==> src/rtl/freq_synth.sv <==
// Phase-accumulator square-wave generator: f_out averages exactly freq_cur Hz
// over CLOCK_FREQ reference cycles, with glitch-free stop and boundary-aligned reload.
module freq_synth #(
   parameter logic [31:0] CLOCK_FREQ = 32'd100_000_000
) (
   input  logic        ref_clk,
   input  logic        reset,
   input  logic        enable,
   input  logic        load,
   input  logic [31:0] freq_in,
   output logic        f_out,
   output logic        active,
   output logic        load_pending,
   output logic [31:0] freq_cur,
   output logic        load_err,
   output logic [31:0] edge_count
);

   typedef enum logic [1:0] {IDLE, RUN, STOPPING} state_t;

   localparam logic [32:0] CF33  = {1'b0, CLOCK_FREQ};
   localparam logic [31:0] F_MAX = CLOCK_FREQ >> 1;

   state_t      state_q, state_d;
   logic [32:0] acc_q, acc_d;
   logic        f_out_q, f_out_d;
   logic [31:0] staged_q, staged_d;
   logic        load_pending_q, load_pending_d;
   logic [31:0] freq_cur_q, freq_cur_d;
   logic        load_err_q, load_err_d;
   logic [31:0] edge_count_q, edge_count_d;

   logic [32:0] step_sum;
   logic [32:0] adv_acc;
   logic        step_en;
   logic        wrap;
   logic        rise;
   logic        apply;

   always_comb begin
      step_en  = (freq_cur_q != 32'd0);
      step_sum = acc_q + {freq_cur_q, 1'b0};
      wrap     = step_en && (step_sum >= CF33);
      if (wrap)         adv_acc = step_sum - CF33;
      else if (step_en) adv_acc = step_sum;
      else              adv_acc = acc_q;

      state_d        = state_q;
      acc_d          = acc_q;
      f_out_d        = f_out_q;
      staged_d       = staged_q;
      load_pending_d = load_pending_q;
      freq_cur_d     = freq_cur_q;
      load_err_d     = load_err_q;

      case (state_q)
         IDLE: begin
            acc_d   = 33'd0;
            f_out_d = 1'b0;
            if (enable) state_d = RUN;
         end
         default: begin
            acc_d   = adv_acc;
            f_out_d = f_out_q ^ wrap;
            if (enable) begin
               state_d = RUN;
            end else if (!f_out_q || wrap ||
                         (state_q == STOPPING && !step_en)) begin
               // Stop only on a low level or on the falling toggle itself.
               state_d = IDLE;
               acc_d   = 33'd0;
               f_out_d = 1'b0;
            end else begin
               state_d = STOPPING;
            end
         end
      endcase

      rise  = f_out_d & ~f_out_q;
      apply = load_pending_q && (state_q == IDLE || !step_en || rise);

      if (apply) begin
         freq_cur_d     = staged_q;
         load_pending_d = 1'b0;
      end
      // A load in the apply cycle re-stages and keeps pending set.
      if (load) begin
         if (freq_in > F_MAX) begin
            load_err_d = 1'b1;
         end else begin
            staged_d       = freq_in;
            load_pending_d = 1'b1;
         end
      end

      edge_count_d = edge_count_q + {31'd0, rise};
   end

   always_ff @(posedge ref_clk or posedge reset) begin
      if (reset) begin
         state_q        <= IDLE;
         acc_q          <= 33'd0;
         f_out_q        <= 1'b0;
         staged_q       <= 32'd0;
         load_pending_q <= 1'b0;
         freq_cur_q     <= 32'd0;
         load_err_q     <= 1'b0;
         edge_count_q   <= 32'd0;
      end else begin
         state_q        <= state_d;
         acc_q          <= acc_d;
         f_out_q        <= f_out_d;
         staged_q       <= staged_d;
         load_pending_q <= load_pending_d;
         freq_cur_q     <= freq_cur_d;
         load_err_q     <= load_err_d;
         edge_count_q   <= edge_count_d;
      end
   end

   assign f_out        = f_out_q;
   assign active       = (state_q != IDLE);
   assign load_pending = load_pending_q;
   assign freq_cur     = freq_cur_q;
   assign load_err     = load_err_q;
   assign edge_count   = edge_count_q;

endmodule

==> config.mk <==
export PLATFORM = sky130hd
export DESIGN_NAME = freq_synth
export DESIGN_NICKNAME = d
export VERILOG_FILES = /design/src/rtl/freq_synth.sv
export SDC_FILE = /design/constraint.sdc
export NUM_CORES = 1
export LEC_CHECK = 0
export CAP_MARGIN = 20
export CORE_AREA = 2 2 145 119
export DETAILED_ROUTE_END_ITERATION = 8
export DIE_AREA = 0 0 147 121
export PLACE_DENSITY = 0.73
export SLEW_MARGIN = 20
export SYNTH_ARGS = -nofsm -noshare
export SYNTH_HDL_FRONTEND = slang
export SYNTH_SLANG_ARGS = --single-unit
export TNS_END_PERCENT = 20
==> constraint.sdc <==
create_clock -name ref_clk -period 5.29 [get_ports ref_clk]
set_input_delay 1.3225 -clock ref_clk [delete_from_list [all_inputs] [get_ports ref_clk]]
set_output_delay 1.3225 -clock ref_clk [all_outputs]
set_load 0.03 [all_outputs]
---- After elaboration in Yosys (flattened, before gate mapping) ----
Cells that the tools add are included.
operators by class
  add/subtract/negate cells ............... 3
  magnitude comparators ................... 2
  equal/unequal tests ..................... 2
  mux-type cells .......................... 15
  bitwise logic cells ..................... 4
  reductions and logical operators ........ 14
operators with widths
  operator                                                                  number
  33-bit 2-to-1 mux                                                         5
  33-bit adder                                                              1
  33-bit by 27-bit >= comparator with 1-bit output (second input constant)  1
  33-bit by 27-bit subtractor with 33-bit output (second input constant)    1
  32-bit by 1-bit adder with 32-bit output                                  1
  32-bit by 26-bit > comparator with 1-bit output (second input constant)   1
  32-bit nonzero test                                                       1
  2-bit 2-to-1 mux                                                          4
  1-bit 2-to-1 mux                                                          6
  1-bit logical OR                                                          4
  2-bit AND reduction                                                       2
  1-bit logical AND                                                         3
  2-bit == test (second input constant)                                     1
  1-bit zero test                                                           2
  2-bit zero test                                                           1
  2-bit inequality test (second input constant)                             1
  1-bit inverter                                                            2
  2-bit nonzero test                                                        1
  1-bit bitwise AND                                                         1
  1-bit bitwise XOR                                                         1
word-level totals
  bits in registers ....................... 134
  input bits .............................. 36
  output and inout bits ................... 68
  logic and storage cells ................. 48

---- Longest topological paths before layout ----
  depth in word-level cells ............... 14
  depth in mapped cells ................... 29
  gate-level depth less buffers ........... 29

---- Worst setup path after synthesis ----
No wires, ideal clock.
  kind .................................... reg2reg
  from .................................... register freq_cur_q[0] (netlist: freq_cur[0])
  to ...................................... register edge_count_q[26] (netlist: edge_count[26])
  library setup time ...................... 0.134 ns
  arrival ................................. 5.626 ns
  required time ........................... 5.156 ns
  slack ................................... -0.470 ns
  cell stages (with the launch flop) ...... 27
  buffers on the path ..................... 1
  clock period less this slack ............ 5.760 ns
  path through ............................ dfrtp_1 ha_1 inv_1 fa_1 nor2b_4 o2111ai_1 a211oi_1 o211a_1 o211a_1 or3b_1 or4b_4 or3_1 buf_6 nor2_8 nor2_2 inv_2 ha_1 o22ai_1 nor3_1 ha_1 ha_1 nand3_1 nor2_1 nand4_1 nor2_1 nand2_1 xnor2_1
between the ends
  longest elaborated chain between the ends .. 10
  elaborated cells between the ends (all ways) .. 14
  those cells by class .................... add/sub (2); order compare (1); mux (3); bitwise (2); reduce/logical (6)
RTL lines
  item                                              RTL line  text
  from (decl)                                       29        logic [31:0] freq_cur_q, freq_cur_d;
  from (signal assigned)                            115       freq_cur_q <= freq_cur_d;
  33-bit adder                                      42        step_sum = acc_q + {freq_cur_q, 1'b0};
  33-bit by 27-bit >= comparator with 1-bit output  43        wrap = step_en && (step_sum >= CF33);
  1-bit logical AND                                 43
  1-bit logical OR (2 in a row)                     67        end else if (!f_out_q || wrap ||
  1-bit 2-to-1 mux                                  67
  1-bit 2-to-1 mux (*)                              65        if (enable) begin
  1-bit 2-to-1 mux (*)                              56        case (state_q)
  1-bit bitwise AND (*)                             79        rise = f_out_d & ~f_out_q;
  32-bit by 1-bit adder with 32-bit output (*)      96        edge_count_d = edge_count_q + {31'd0, rise};
  via edge_count_d[26]                              31        logic [31:0] edge_count_q, edge_count_d;
  to (signal assigned)                              117       edge_count_q <= edge_count_d;
  to (decl)                                         31
The timed path passes the listed nets; every way through them passes the cells marked *.
A chain may end at the register's enable or synchronous reset.

---- Worst setup path in the final report ----
  from .................................... register acc_q[1]
  to ...................................... register edge_count_q[29] (netlist: edge_count[29])
between the ends
  longest elaborated chain between the ends .. 10
  elaborated cells between the ends (all ways) .. 11
  those cells by class .................... add/sub (2); order compare (1); mux (3); bitwise (2); reduce/logical (3)
RTL lines
  item                                                  RTL line  text
  from (decl)                                           25        logic [32:0] acc_q, acc_d;
  from (signal assigned)                                102       acc_q <= 33'd0;
  from (signal assigned)                                111       acc_q <= acc_d;
  33-bit adder (*)                                      42
  33-bit by 27-bit >= comparator with 1-bit output (*)  43
  1-bit logical AND (*)                                 43
  1-bit logical OR (2 in a row)                         67
  1-bit 2-to-1 mux                                      67
  1-bit 2-to-1 mux (*)                                  65
  1-bit 2-to-1 mux (*)                                  56
  1-bit bitwise AND (*)                                 79
  32-bit by 1-bit adder with 32-bit output (*)          96
  via edge_count_d[29]                                  31
Marks and branches as above.

==> summary.txt <==
Run status
  • Status: finished, violations left
  • Failing checks: negative setup slack

Layout
  • Share of layout cells above drive strength 1: approximately 24%
  • FF+latch area: about 3300 sq um
  • Filler cells: ~1300
  • Antenna Cells: 0
  • Post-Layout Cell Count: 1267
  • Core Util, Final: between 60% and 70%
  • Area Overhead vs Synth: 33.7%
  • Footprint of the multi-input gates: about 4900 sq um
  • Final net count: 1108

CTS
  • CTS Hold Bufs: 0
  • # clock sinks: about 130
  • Worst-path clk slew: 60 ps
  • Longest Clk Path Bufs: 2
  • Root buffer cell: clkbuf_16
  • H-tree depth: 4
  • CTS tree: done
  • Clk_lat worst skew: 420 ps
  • Total CTS buffers: 17

Detailed routing
  • Drt total wl: approximately 26000 um
  • DR pass1 iterations: 8
  • Drt via density: about 5.9
  • Initial drt markers: between 600 and 700
  • Via count: between 7000 and 8000
  • DRC violations left: 0
  • WL/cell: between 20 and 25 um
  • Antenna Nets Post-Route: 0

Flow run
  • Max-Cap Viols: 0

Yosys
  • Async SR Flop Fraction: between 90% and 100%
  • Yosys top cell by area: dfrtp_1
  • Synth top area share: about 41%
  • FF+latch count, synth: approximately 130
  • Syn Area/Cell: 9.67 sq um
  • Synthesized area: a little over 8000 sq um
  • EDFF count, synth: 0
  • Unique masters post-synth: 80
  • Cells after Synth: ~850
  • Ys Warns: 0
  • Ys flop type: dfrtp_1
  • Register area share after synthesis: between 40% and 50%
  • Syn nets: around 900
  • Area contributors post-synth: dfrtp_1 (41%), mux2_2 (8.1%), ha_1 (5.5%), xnor2_1 (4.3%), a21oi_1 (3.5%)

Floorplan
  • Die X: 147 um
  • Core area: 16300 sq um
  • Die height: ~120 um
  • Die area: between 15000 and 20000 sq um
  • IO Pins: roughly 100
  • Row cnt: 42
  • Starting density of the core: 50.4%

GRT
  • Number of global-route vias before repair: 7357
  • GR Util All Layers: around 29%
  • Total grt overflow: 0
  • Largest net degree at the start of global routing: 96
  • Antenna violations before repair: 0
  • First-pass GRT wire length: 40000 um

Timing
  • Fin crit share: 101%
  • Fin crit period: 5350 ps
  • Final slew viol count: 0
  • Fin worst setup slack: -64.9 ps
  • Final hold vios: 0
  • Fmax: around 190 MHz
  • Rel. slew slack: roughly 30%
  • TNS Setup: -129 ps
  • RSZ-0062 raised after global routing: yes
  • Clock Skews: 10.6 ps
  • Measured slew at the worst slew-check pin: around 1100 ps
  • Final setup vio count: 4

Power and ir drop
  • Worst VDD drop: ~0.00036 V
  • Pwr Density: around 350 nW/um^2
  • Pwr Total: approximately 0.0039 W
  • Leakage: between 4 and 5 nW

Setup path
  • CP Launch Type: register
  • R2r setup slk: -60 ps
  • Crit Path Max Fanout: 4
  • CP arrival: 5660 ps
  • Worst R2R End: edge_count[29]$_DFF_PP0_
  • Crit end category: register
  • Critical Path Start: acc_q[1]$_DFF_PP0_
  • R2R Path Start: acc_q[1]$_DFF_PP0_
  • Reg2Reg Depth: 24
  • Worst Path Required: between 5000 and 6000 ps
  • Crit path kind: register to register

Placed design
  • Input/output buffers: a little over 100
  • HPWL Detailed: just under 20000 um
  • Placer congestion estimate: 1.00
  • Post-Place Cells: about 1200
  • Pre-CTS WS: -175 ps

Hold path
  • Worst hold stages: 1
  • Hold EP: load_err$_DFFE_PP0P_
  • Hold Crit Start: load_err$_DFFE_PP0P_
  • HP Class: register to register
-- area by class of cell --
type	count	share of cell area, %
clock inverter	14	1.48
sequential	133	30.4
clock buffer	17	3.88
timing repair buffer	202	16.3
inverter	19	0.696
multi-input combinational	662	44.7
tap	220	2.51
-- Yosys cell counts, types with 3 or more instances --
library cell  number
nand4_1           22
xor2_1            17
and3_1            13
nor3_1            23
dfrtp_1          133
mux2i_1            3
a211o_1            3
o21bai_1           5
o21ai_0           47
ha_1              36
a21oi_1           58
o211a_1            4
a31oi_1            4
nor2_1            55
nand4b_1           3
mux2_2            59
o21a_1            10
a21oi_2            4
nand2_1           66
a211oi_1          24
and2_1            17
and4_1             4
nand2b_1           4
nand3_1           31
a21o_1            10
or3_1              6
o21ai_1            5
buf_2             12
clkbuf_1          19
nor4_1            22
inv_1             18
o211ai_1           9
xnor2_1           40
-- power breakdown --
part / leakage (nW) / switching, W / internal (W)
Sequential: 1.82 / 0.0000738 / 0.00111
Clock: 0.276 / 0.000489 / 0.000704
Combinational: 2.79 / 0.000910 / 0.000589
Total: 4.89 / 0.00147 / 0.00240
-- worst max-delay path by stage --
stage	end	slack, ps	depth (start not counted)
2_1_floorplan	edge_count[26]$_DFF_PP0_	10	26
3_3_place_gp	edge_count[26]$_DFF_PP0_	-30	28
3_5_place_dp	edge_count[29]$_DFF_PP0_	-180	27
4_1_cts	edge_count[26]$_DFF_PP0_	20	25
5_1_grt	edge_count[29]$_DFF_PP0_	-280	24
6_report	edge_count[29]$_DFF_PP0_	-60	24
-- metal layers --
| metal | track usage, % | up-vias | wire, um |
|---|---|---|---|
| li1 | - | 3532 | - |
| met1 | 40.6 | 3643 | 11400 |
| met2 | 45.8 | 317 | 12000 |
| met3 | 5.86 | 43 | 1830 |
| met4 | 8.41 | 0 | 603 |
| met5 | 0 | - | 0 |
-- cells in the final DEF (no fill, tap or decap), drive strengths merged, types with 24 or more instances in the layout --
cell type	count
nor4	24
ha	36
dfrtp	133
nand3	31
buf	99
a211oi	24
mux2	59
inv	27
clkdlybuf4s50	103
nor2	57
o21ai	52
nand2	66
xnor2	40
a21oi	62
-- kinds of logic (layout without fill, tap and decap cells) --
group	count (synthesis)	in the layout	synth area share [%]
xor+xnor	57	57	6.09
compound gates	217	217	17.7
simple gates	289	289	18.7
mux	62	62	8.46
flops	133	133	40.6
buf+inv	53	252	2.75
fa+ha+maj	37	37	5.73
-- sequential cells by signal (all words and copies together) (netlist names) --
name,cells
load_pending,1
freq_cur,32
load_err,1
edge_count,32
f_out,1
acc_q,32
state_q,2
staged_q,32
-- critical path: stages (launching register included) --
cell and delay, ps:
dfrtp_1 400, ha_4 170, inv_2 40, fa_2 390, nor2b_4 170, o2111a_2 280
buf_6 120, o21ai_4 70, a311oi_2 340, o21a_1 200, o22ai_2 90, or4b_4 560
or3_4 450, nor2_8 130, nor2_4 40, inv_2 80, ha_4 200, nor3_4 210
ha_2 240, nand4_1 170, nor2_2 160, nand4_1 220, nor2_4 220, nand3_2 120
xnor2_2 170
-- through the flow --
step           hold slack (ps)  cell area, sq um
2_1_floorplan              449              8340
3_3_place_gp               456             10200
3_5_place_dp               464             10200
4_1_cts                    479             10800
5_1_grt                    494             11000
6_report                   471             11000
-- timing repair --
| item | CTS | global route |
|---|---|---|
| resized for setup | 4 | 24 |
| pin swaps | 1 | 30 |
| setup endpoints to repair | 24 | 49 |
| buffers inserted | 1 | 11 |
No activity file was read; power rests on OpenSTA's default activity.
